`src/rtl/alu_result_stage_pkg.sv`:
```
// rtl/alu_result_stage_pkg.sv - shared CPU constants: ALU opcodes, condition codes, flag layout
//
// Purpose : constants shared by the ALU and the result stage.
// Ports   : none (package).

package alu_result_stage_pkg;

    // Architectural flag vector layout: {carry, sign, zero}
    localparam int FLAG_W = 3;
    localparam int FLAG_C = 2;
    localparam int FLAG_S = 1;
    localparam int FLAG_Z = 0;

    typedef logic [FLAG_W-1:0] flags_t;
    typedef logic [2:0]        cond_t;

    // Branch condition codes
    localparam cond_t COND_AL = 3'd0;
    localparam cond_t COND_EQ = 3'd1;
    localparam cond_t COND_NE = 3'd2;
    localparam cond_t COND_CS = 3'd3;
    localparam cond_t COND_CC = 3'd4;
    localparam cond_t COND_MI = 3'd5;
    localparam cond_t COND_PL = 3'd6;
    localparam cond_t COND_NV = 3'd7;

    // ALU opcodes
    localparam logic [3:0] ALU_ADD  = 4'h0;
    localparam logic [3:0] ALU_SUB  = 4'h1;
    localparam logic [3:0] ALU_AND  = 4'h2;
    localparam logic [3:0] ALU_OR   = 4'h3;
    localparam logic [3:0] ALU_XOR  = 4'h4;
    localparam logic [3:0] ALU_SLL  = 4'h5;
    localparam logic [3:0] ALU_SRL  = 4'h6;
    localparam logic [3:0] ALU_SRA  = 4'h7;
    localparam logic [3:0] ALU_SLT  = 4'h8;
    localparam logic [3:0] ALU_PASS = 4'h9;

endpackage

```
`src/rtl/alu_result_stage_cond_eval.sv`:
```
// rtl/alu_result_stage_cond_eval.sv - combinational branch condition evaluator
//
// Purpose : maps a condition code and a flag vector to a taken bit.
// Ports   : flags  in  3  {carry, sign, zero}
//           cond   in  3  condition code
//           taken  out 1  condition outcome

module cond_eval
    import alu_result_stage_pkg::*;
(
    input  logic [FLAG_W-1:0] flags,
    input  logic [2:0]        cond,
    output logic              taken
);

    always_comb begin
        taken = 1'b0;
        case (cond)
            COND_AL: taken = 1'b1;
            COND_EQ: taken = flags[FLAG_Z];
            COND_NE: taken = ~flags[FLAG_Z];
            COND_CS: taken = flags[FLAG_C];
            COND_CC: taken = ~flags[FLAG_C];
            COND_MI: taken = flags[FLAG_S];
            COND_PL: taken = ~flags[FLAG_S];
            COND_NV: taken = 1'b0;
            default: taken = 1'b0;
        endcase
    end

endmodule

```
`src/rtl/alu_result_stage.sv`:
```
// rtl/alu_result_stage.sv - two-entry in-order ALU result buffer with flag register
//
// Purpose : buffers ALU results, evaluates branch condition at push time and
//           maintains the architectural flag register.
// Ports   : clk, rst_n                      clock, async active-low reset
//           in_valid/in_ready               input handshake
//           in_result, in_dest              result and destination index
//           in_carry/in_sign/in_zero        ALU flags
//           in_flag_we                      flags of accepted entry update flags_q
//           in_cond                         branch condition code
//           flush                           synchronous discard of buffered entries
//           out_valid/out_ready             output handshake
//           out_result, out_dest, out_taken head entry
//           flags_q                         architectural {carry, sign, zero}

module alu_result_stage
    import alu_result_stage_pkg::*;
#(
    parameter int WIDTH  = 32,
    parameter int DEST_W = 5
) (
    input  logic              clk,
    input  logic              rst_n,
    input  logic              in_valid,
    output logic              in_ready,
    input  logic [WIDTH-1:0]  in_result,
    input  logic              in_carry,
    input  logic              in_sign,
    input  logic              in_zero,
    input  logic              in_flag_we,
    input  logic [2:0]        in_cond,
    input  logic [DEST_W-1:0] in_dest,
    input  logic              flush,
    output logic              out_valid,
    input  logic              out_ready,
    output logic [WIDTH-1:0]  out_result,
    output logic [DEST_W-1:0] out_dest,
    output logic              out_taken,
    output logic [FLAG_W-1:0] flags_q
);

    logic [1:0]        count_q, count_d;
    logic              wr_ptr_q, wr_ptr_d;
    logic              rd_ptr_q, rd_ptr_d;
    logic [FLAG_W-1:0] flags_d;
    logic [WIDTH-1:0]  result_q [2];
    logic [WIDTH-1:0]  result_d [2];
    logic [DEST_W-1:0] dest_q [2];
    logic [DEST_W-1:0] dest_d [2];
    logic [1:0]        taken_q, taken_d;

    logic              push;
    logic              pop;
    logic [FLAG_W-1:0] in_flags;
    logic [FLAG_W-1:0] eval_flags;
    logic              push_taken;

    // Handshake status comes only from registered count, so in_ready has no
    // combinational dependence on out_ready.
    assign in_ready  = (count_q < 2'd2);
    assign out_valid = (count_q != 2'd0);
    assign push      = in_valid & in_ready;
    assign pop       = out_valid & out_ready;

    assign in_flags   = {in_carry, in_sign, in_zero};
    // An entry that writes flags is judged against its own flags.
    assign eval_flags = in_flag_we ? in_flags : flags_q;

    cond_eval u_cond_eval (
        .flags (eval_flags),
        .cond  (in_cond),
        .taken (push_taken)
    );

    assign out_result = result_q[rd_ptr_q];
    assign out_dest   = dest_q[rd_ptr_q];
    assign out_taken  = taken_q[rd_ptr_q];

    always_comb begin
        count_d  = count_q;
        wr_ptr_d = wr_ptr_q;
        rd_ptr_d = rd_ptr_q;
        flags_d  = flags_q;
        result_d = result_q;
        dest_d   = dest_q;
        taken_d  = taken_q;

        if (flush) begin
            // Flush wins over push and pop; a flushed push never touches flags.
            count_d  = 2'd0;
            wr_ptr_d = 1'b0;
            rd_ptr_d = 1'b0;
        end else begin
            if (push) begin
                result_d[wr_ptr_q] = in_result;
                dest_d[wr_ptr_q]   = in_dest;
                taken_d[wr_ptr_q]  = push_taken;
                wr_ptr_d           = ~wr_ptr_q;
                if (in_flag_we) begin
                    flags_d = in_flags;
                end
            end
            if (pop) begin
                rd_ptr_d = ~rd_ptr_q;
            end
            count_d = count_q + {1'b0, push} - {1'b0, pop};
        end
    end

    always_ff @(posedge clk or negedge rst_n) begin
        if (!rst_n) begin
            count_q     <= 2'd0;
            wr_ptr_q    <= 1'b0;
            rd_ptr_q    <= 1'b0;
            flags_q     <= '0;
            result_q[0] <= '0;
            result_q[1] <= '0;
            dest_q[0]   <= '0;
            dest_q[1]   <= '0;
            taken_q     <= '0;
        end else begin
            count_q  <= count_d;
            wr_ptr_q <= wr_ptr_d;
            rd_ptr_q <= rd_ptr_d;
            flags_q  <= flags_d;
            result_q <= result_d;
            dest_q   <= dest_d;
            taken_q  <= taken_d;
        end
    end

endmodule

```
`config.mk`:
```
export PLATFORM = sky130hd
export DESIGN_NAME = alu_result_stage
export DESIGN_NICKNAME = d
export VERILOG_FILES = /design/src/rtl/alu_result_stage_pkg.sv /design/src/rtl/alu_result_stage_cond_eval.sv /design/src/rtl/alu_result_stage.sv
export SDC_FILE = /design/constraint.sdc
export NUM_CORES = 1
export LEC_CHECK = 0
export ABC_AREA = 0
export BUFFER_PORTS_ARGS = -buffer_cell sky130_fd_sc_hd__clkbuf_2
export CAP_MARGIN = 20
export CORE_ASPECT_RATIO = 1.2
export CORE_UTILIZATION = 57
export DETAILED_ROUTE_END_ITERATION = 7
export PLACE_DENSITY = 0.89
export SLEW_MARGIN = 15
export SYNTH_ARGS = -nofsm -noshare
export SYNTH_HDL_FRONTEND = slang
export SYNTH_SLANG_ARGS = --single-unit
```
`constraint.sdc`:
```
create_clock -name clk -period 3.2 [get_ports clk]
set_input_delay 0.8 -clock clk [delete_from_list [all_inputs] [get_ports clk]]
set_output_delay 0.8 -clock clk [all_outputs]
set_load 0.02 [all_outputs]
```
Yosys cells after proc, flatten, opt, wreduce, memory -nomap -nowiden --
Index checks and enable logic that the tools add are counted. W data, S select, Z words.
Operators by class: add/subtract/negate cells 2, order comparisons 7, equality and inequality tests 7, multiplexer cells 24, bitwise gates (word level) 10, reduce and logical (&&, ||, !) cells 7
Operators with widths (number):
- $mux W32 | 4
- $bwmux W64 | 1
- $demux W32 S1 | 1
- $mux W5 | 4
- $eq A3 B3 Y1 const B | 4
- $bwmux W10 | 1
- $pmux W1 S8 | 1
- $mux W1 | 7
- $eq A3 B2 Y1 const B | 2
- $not A1 Y1 | 6
- $reduce_bool A2 Y1 | 3
- $demux W5 S1 | 1
- $ge A2 B2 Y1 const B | 2
- $lt A1 B2 Y1 const B | 2
- $not A1 Y2 | 2
- $eq A3 B1 Y1 const B | 1
- $logic_not A3 Y1 | 1
- $mux W3 | 1
- $add A2 B1 Y2 | 1
- $and A1 B1 Y1 | 2
- $bwmux W2 | 1
- $logic_and A1 B1 Y1 | 2
- $lt A2 B1 Y1 const B | 1
- $lt A2 B2 Y1 const B | 1
- other kinds (5) | 5
Storage, ports and cells: bits in registers 83, input bits 49, output and inout bits 43, word-level logic and storage cells 66

Logic depth before layout (Yosys ltp) --
Gate-level depths: netlist (run 1).
word-level depth 6, mapped depth 8, gate-level depth less buffers 7

Modules after synthesis --
From an unflattened synthesis (run 1), not the netlist that was laid out.
Unflattened totals: cell total of the unflattened synthesis 244, area, all modules 3791.1 µm²
Modules (own cells, without submodules):
- alu_result_stage | times used 1, cells an instance 235, area each 3738.6 µm²
- cond_eval | times used 1, cells an instance 9, area each 52.6 µm²

Worst setup path before layout (run 1) --
OpenSTA, ideal clock, no wires.
path type register to output, from register rd_ptr_q, to output port out_result[16], arrival 1.320 ns, data required time 2.400 ns, path slack 1.080 ns, cell stages (with the launch flop) 4, path through dfrtp_1 > buf_2 > buf_1 > mux2_2
Between the ends: word-level cells in the longest chain between the ends 4
Ends and longest elaborated chain:
- from (decl) | RTL line alu_result_stage.sv:44 | logic rd_ptr_q, rd_ptr_d;
- from (signal assigned) | RTL line alu_result_stage.sv:124 | rd_ptr_q <= rd_ptr_d;
- $not A1 Y2 (not written as such) | RTL line alu_result_stage.sv:75 | assign out_result = result_q[rd_ptr_q];
- $mux W32 (not written as such) (3 in series) | RTL line alu_result_stage.sv:75
- to (decl) | RTL line alu_result_stage.sv:36 | output logic [WIDTH-1:0] out_result,
No other way between the ends. The select of a mux whose other input is x is not followed.

Worst setup path in the final report (run 1) --
from register rd_ptr_q, to output port out_dest[3]
Between the ends: word-level cells in the longest chain between the ends 4
Ends and longest elaborated chain:
- $not A1 Y2 (not written as such) | RTL line alu_result_stage.sv:76 | assign out_dest = dest_q[rd_ptr_q];
- $mux W5 (not written as such) (3 in series) | RTL line alu_result_stage.sv:76
- to (decl) | RTL line alu_result_stage.sv:37 | output logic [DEST_W-1:0] out_dest,
No other way between the ends. The select of a mux whose other input is x is not followed.

==> results.txt, run 1 <==
CTS Hold Buffers Added - 0
critical path startpoint - rd_ptr_q$_DFFE_PN0P_
Remaining Overflow, GRT - 0
final total negative setup slack - 0 ps
Total Routing Usage GR - 0.240
Crit Path Category - reg -> out
DRT Pass-1 Iters - 5
worst hold-check path type - in -> async
DR iter-0 viols - 159
critical path launch point type - register
Root Driver - clkbuf_8
WL per Instance - 14.9 um
final HPWL from detailed placement - 5310 um
Ys Warns - 0
fin cells - 508
DRC violation count after routing - 0
FP Rows - 32
Slew HR - 0.603
Routed Antenna Nets - 0
post-synth cell types - 26
largest net degree at the start of global routing - 49
final setup vio count - 0
first-pass GRT wire length - 12900 um
fmax - 0.391 GHz
reg2reg path depth - 3
Mapped Area - 3770 um^2
Critical Path RT - 2400 ps
crit path DAT - 1760 ps
part of the Yosys area used for sequential elements - 0.551
vias in the first global route - 2671
internal reg-to-reg setup slack - 1260 ps
DP Cell Count - 492
Syn Nets - 378
number of diodes - 0
cts bufs inserted - 9
CP endpoint kind - output port
maxcap violations - 0
CTS clk-pin slew, worst paths - 80 ps
max-slew violation count - 0
initial antenna violation count - 0
Die Ht - 91.1 um
fin nets - 469
status - completed
worst-skew pair later-pin latency - 330 ps
Post-Synthesis Cells - 327
core footprint - 6410 um^2
final worst path period need - 2560 ps
actual slew at the worst max-slew pin - 596 ps
worst vdd ir - 0.532 mV
CTS Buffer Depth - 2
CTS Sinks - 83
total routed wirelength - 7570 um
vias per inst - 5.15
layout cells sized above 1 - 0.468
FF-to-FF Start - count_q[1]$_DFF_PN0_
H-tree Lvls - 3
postcts setup bufs - 0
die width - 76.2 um
Starting Density - 0.588
Total Die Area - 6940 um^2
Leakage Power - 0.00229 uW
synth-to-layout area growth - 19.7%
CTS tree - yes
IO Port Bufs - 91
final hold vios - 0
GP Congestion - 0.751
CP Max Fanout - 22
Setup Skew - 8.64 ps
R2R Path End - result_q[30]$_DFFE_PN0P_
io pins - 92
vias - 2615
average size of a mapped cell - 11.5 um^2
fin crit share - 0.799
Power per Cell Area - 988 nW/um^2
Resized cells post-CTS - 0
RSZ-0062 raised after global routing - false
Yosys reg bits - 83
-- final cells by class --
cell class	count	area, um^2
clock buffer	11	131
clock inverter	5	77.6
fill	466	1900
inverter	2	7.51
multi-input combinational	225	1590
sequential	83	2080
tap	85	106
timing repair buffer	97	515
-- worst max-delay path: stages (launching register included) --
cell and delay, ps:
dfrtp_2 650, buf_12 240, mux2_2 360, clkbuf_2 160
-- registers in the layout (all words and copies together) (netlist names) --
name / count
dest_q: 10
flags_q: 3
count_q: 2
taken_q: 2
result_q: 64
rd_ptr_q: 1
wr_ptr_q: 1
-- cell usage in the layout (no fill, tap or decap), types with 3 or more instances in the layout --
master,n
clkbuf_8,9
nand2_1,117
nor3b_1,3
mux2i_1,5
clkbuf_2,90
xnor2_1,3
mux2_2,79
buf_4,6
dfrtp_1,82
-- report_power, final --
group	switching (uW)	total (uW)	internal, uW
registers	291	1820	1530
logic	989	1850	862
clock network	344	782	438
total	1620	4460	2830
-- per-stage QoR --
stage | util | setup slack, ps | hold slack, ps | area [um^2] | total power (uW)
after detailed placement | 0.671 | 791 | 459 | 4300 | 3700
after CTS | 0.704 | 606 | 476 | 4510 | 4500
final | 0.704 | 643 | 464 | 4510 | 4460
after global placement | 0.671 | 827 | 453 | 4300 | 3600
after global routing | 0.704 | 565 | 488 | 4510 | 4740
after floorplan | - | 1080 | 441 | 3770 | 3110
-- routing by layer --
layer / track usage / part of all wire / wire length, um / vias up
met5: 0 / 0 / 0 / -
met4: 0.0946 / 0.013 / 99 / 0
met3: 0.0503 / 0.038 / 290 / 8
met2: 0.402 / 0.52 / 3910 / 66
met1: 0.304 / 0.43 / 3270 / 1278
li1: - / - / - / 1263
-- cell families (layout without fill, tap and decap cells) --
kind of cell    Yosys count  count (layout)  share of synthesized area
fa+ha+maj                 2               2                    0.00664
flops                    83              83                      0.551
xor+xnor                  3               3                    0.00697
buf+inv                  19             115                     0.0259
compound gates            4               4                    0.00996
mux                      84              84                      0.249
simple gates            132             132                      0.150
-- synth_stat cells --
master | number | area [um^2]
a21oi_1 | 1 | 5.00
and2_1 | 1 | 6.26
and4bb_2 | 1 | 12.5
buf_1 | 1 | 3.75
buf_2 | 6 | 30.0
buf_4 | 1 | 7.51
buf_6 | 2 | 22.5
clkbuf_1 | 7 | 26.3
dfrtp_1 | 83 | 2080
ha_1 | 2 | 25.0
inv_1 | 2 | 7.51
mux2_2 | 79 | 890
mux2i_1 | 5 | 50.1
nand2_1 | 117 | 439
nand2b_1 | 2 | 12.5
nor2_1 | 2 | 7.51
nor2b_1 | 1 | 6.26
nor3b_1 | 3 | 22.5
nor4b_4 | 1 | 23.8
o21a_1 | 1 | 7.51
o41ai_1 | 1 | 8.76
o41ai_2 | 1 | 16.3
or2_2 | 2 | 12.5
or3b_2 | 1 | 8.76
or4b_4 | 1 | 13.8
xnor2_1 | 3 | 26.3
-- worst max path at each step --
| stage | endpoint | slack, ps | cells past startpoint |
|---|---|---|---|
| finish | out_dest[3] | 640 | 3 |
| global route | out_dest[3] | 560 | 3 |
| CTS | out_dest[3] | 610 | 3 |
| detailed placement | dest_q[0]$_DFFE_PN0P_ | 790 | 4 |
| global placement | result_q[3]$_DFFE_PN0P_ | 830 | 4 |
| floorplan | out_result[16] | 1080 | 3 |
No activity file was read; power rests on OpenSTA's default activity.
==> run 2, diff against run 1 <==
--- a/config.mk
+++ b/config.mk
@@ -9,9 +9,9 @@
 export BUFFER_PORTS_ARGS = -buffer_cell sky130_fd_sc_hd__clkbuf_2
 export CAP_MARGIN = 20
 export CORE_ASPECT_RATIO = 1.2
-export CORE_UTILIZATION = 57
+export CORE_UTILIZATION = 48
 export DETAILED_ROUTE_END_ITERATION = 7
-export PLACE_DENSITY = 0.89
+export PLACE_DENSITY = 0.81
 export SLEW_MARGIN = 15
 export SYNTH_ARGS = -nofsm -noshare
 export SYNTH_HDL_FRONTEND = slang
==> constraint.sdc (replaced) <==
create_clock -name clk -period 2.2 [get_ports clk]
set_input_delay 0.55 -clock clk [delete_from_list [all_inputs] [get_ports clk]]
set_output_delay 0.55 -clock clk [all_outputs]
set_load 0.02 [all_outputs]
==> results.txt, run 2 (synthesis gave the netlist of run 1 again) <==
status - completed (unchanged)
Pint - 4250 uW (was 2830 uW)
RSZ-0062 raised after global routing - false (unchanged)
worst vdd ir - 1.03 mV (was 0.532 mV)
Register Area - 2080 um^2 (unchanged)
critical path launch point type - register (unchanged)
CTS Buffer Depth - 2 (unchanged)
Routed Antenna Nets - 0 (unchanged)
initial antenna violation count - 0 (unchanged)
CP endpoint kind - output port (unchanged)
Total Die Area - 8210 um^2 (was 6940 um^2)
worst hold-check path type - in -> async (unchanged)
actual slew at the worst max-slew pin - 469 ps (was 596 ps)
fmax - 0.485 GHz
DRC violation count after routing - 0 (unchanged)
fin nets - 473 (was 469)
Critical Path RT - 1650 ps (was 2400 ps)
final worst path period need - 2060 ps
multi-input logic area - 1590 um^2 (unchanged)
dpl cell area - 4340 um^2 (was 4300 um^2)
vias per inst - 5.09 (was 5.15)
cts bufs inserted - 9 (unchanged)
post-route cell area - 4590 um^2 (was 4510 um^2)
slowest CP cell - mux2_2 (was dfrtp_2)
CP Buf/Inv Count - 2 (unchanged)
die width - 82.9 um (was 76.2 um)
Slew HR - 0.688 (was 0.603)
Die Ht - 99.1 um (was 91.1 um)
registers with the most flip-flops - result_q x64, dest_q x10, flags_q x3 (unchanged)
CTS Sinks - 83 (unchanged)
IO Port Bufs - 91 (unchanged)
crit-path leading delay family - buffers and inverters (was flip-flops)
Setup Skew - 10.1 ps (was 8.64 ps)
Fillers - 667 (was 466)
maxcap violations - 0 (unchanged)
commonest cells after routing, fill and taps aside - nand2_1 (117), clkbuf_2 (90), dfrtp_1 (82) (unchanged)
postcts setup bufs - 0 (unchanged)
FP Rows - 35 (was 32)
Root Driver - clkbuf_8 (unchanged)
DR iter-0 viols - 104 (was 159)
CTS Hold Buffers Added - 0 (unchanged)
Crit Path Category - reg -> out (unchanged)
Comb pwr share - 0.411 (was 0.415)
Remaining Overflow, GRT - 0 (unchanged)
Total Routing Usage GR - 0.199 (was 0.240)
vias in the first global route - 2665 (was 2671)
total routed wirelength - 7590 um (was 7570 um)
largest net degree at the start of global routing - 37 (was 49)
final hold vios - 0 (unchanged)
CTS clk-pin slew, worst paths - 90 ps (was 80 ps)
Sw Share - 0.361 (was 0.364)
Reg power frac - 0.392 (was 0.409)
P_sw - 2400 uW (was 1620 uW)
Most flops, register - result_q (unchanged)
number of diodes - 0 (unchanged)
H-tree Lvls - 3 (unchanged)
final HPWL from detailed placement - 5300 um (was 5310 um)
fin crit share - 0.937
crit path DAT - 1510 ps (was 1760 ps)
max-slew violation count - 0 (unchanged)
most common cell after layout, fill and taps aside - nand2_1 (unchanged)
Leakage Power - 0.00232 uW (was 0.00229 uW)
final setup vio count - 0 (unchanged)
Starting Density - 0.492 (was 0.588)
biggest cell delay along the critical path - 380 ps (was 650 ps)
core footprint - 7660 um^2 (was 6410 um^2)
max reg flops - 64 (unchanged)
final total negative setup slack - 0 ps (unchanged)
layout cells sized above 1 - 0.475 (was 0.468)
CP cell instances - buf_6, mux2_2, clkbuf_2 (was buf_12, mux2_2, clkbuf_2)
CP Max Fanout - 26 (was 22)
GP Congestion - 0.724 (was 0.751)
worst-skew pair later-pin latency - 350 ps (was 330 ps)
clock share of power - 0.196 (was 0.175)
Power per Cell Area - 1450 nW/um^2 (was 988 nW/um^2)
DRT Pass-1 Iters - 4 (was 5)
CTS tree - yes (unchanged)
first-pass GRT wire length - 12800 um (was 12900 um)
synth-to-layout area growth - 21.7% (was 19.7%)
io pins - 92 (unchanged)
WL per Instance - 14.6 um (was 14.9 um)
vias - 2643 (was 2615)
run 2: cell type report:
class / instances / share of cell area
flip-flops and latches: 83 / 0.453
clock buffers: 10 / 0.0278
well taps: 92 / 0.0251
repair buffers: 101 / 0.120
inverters: 2 / 0.00164
clock inverters: 6 / 0.0248
multi-input cells: 225 / 0.348
run 2: path summary, 6_finish.rpt:
| kind | startpoint | endpoint | slack, ps | depth (start not counted) |
|---|---|---|---|---|
| min in group clk | in_result[26] | result_q[58]$_DFFE_PN0P_ | 400 | 3 |
| hold / removal | rst_n | result_q[33]$_DFFE_PN0P_ | 140 | 1 |
| hold reg to reg | result_q[42]$_DFFE_PN0P_ | result_q[42]$_DFFE_PN0P_ | 480 | 2 |
| setup / recovery | rd_ptr_q$_DFFE_PN0P_ | out_result[28] | 140 | 3 |
| setup reg to reg | count_q[1]$_DFF_PN0_ | count_q[1]$_DFF_PN0_ | 480 | 7 |
| max in group asynchronous | rst_n | result_q[58]$_DFFE_PN0P_ | 1440 | 2 |
run 2: power by group through the flow:
stage                     Combinational (uW)  Sequential, uW  Clock [uW]
after global placement                  2680            2570           0
after global routing                    2950            2700        1400
final                                   2730            2610        1300
after CTS                               2770            2600        1330
after detailed placement                2750            2630           0
after floorplan                         1990            2530           0
run 2: worst register-to-register path, stage by stage (launching register included):
cell and delay (ps):
dfrtp_1 480, o21a_1 250, ha_1 280, inv_1 40, ha_1 170, xnor2_1 180, xnor2_1 140, nor2_1 60
run 2: metrics by stage:
stage | hold WS [ps] | total power (uW) | util | instances | setup WS (ps)
finish | 143 | 6640 | 0.598 | 519 | 140
global route | 167 | 7050 | 0.598 | 519 | 52.4
CTS | 149 | 6700 | 0.598 | 519 | 19.9
detailed placement | 459 | 5380 | 0.566 | 503 | 298
global placement | 454 | 5240 | 0.566 | 503 | 338
floorplan | 254 | 4520 | - | 327 | 330
run 2: per-layer routing:
layer  share of wire  vias up  global-route usage
li1                -     1277                   -
met1            0.44     1292               0.250
met2            0.50       66               0.329
met3           0.042        8              0.0477
met4           0.014        0              0.0862
met5               0        -                   0
run 2: repair_timing:
action,in CTS,in global routing
resized for setup,0,1
endpoints found under the setup margin,0,25
endpoints found under the hold margin,0,0
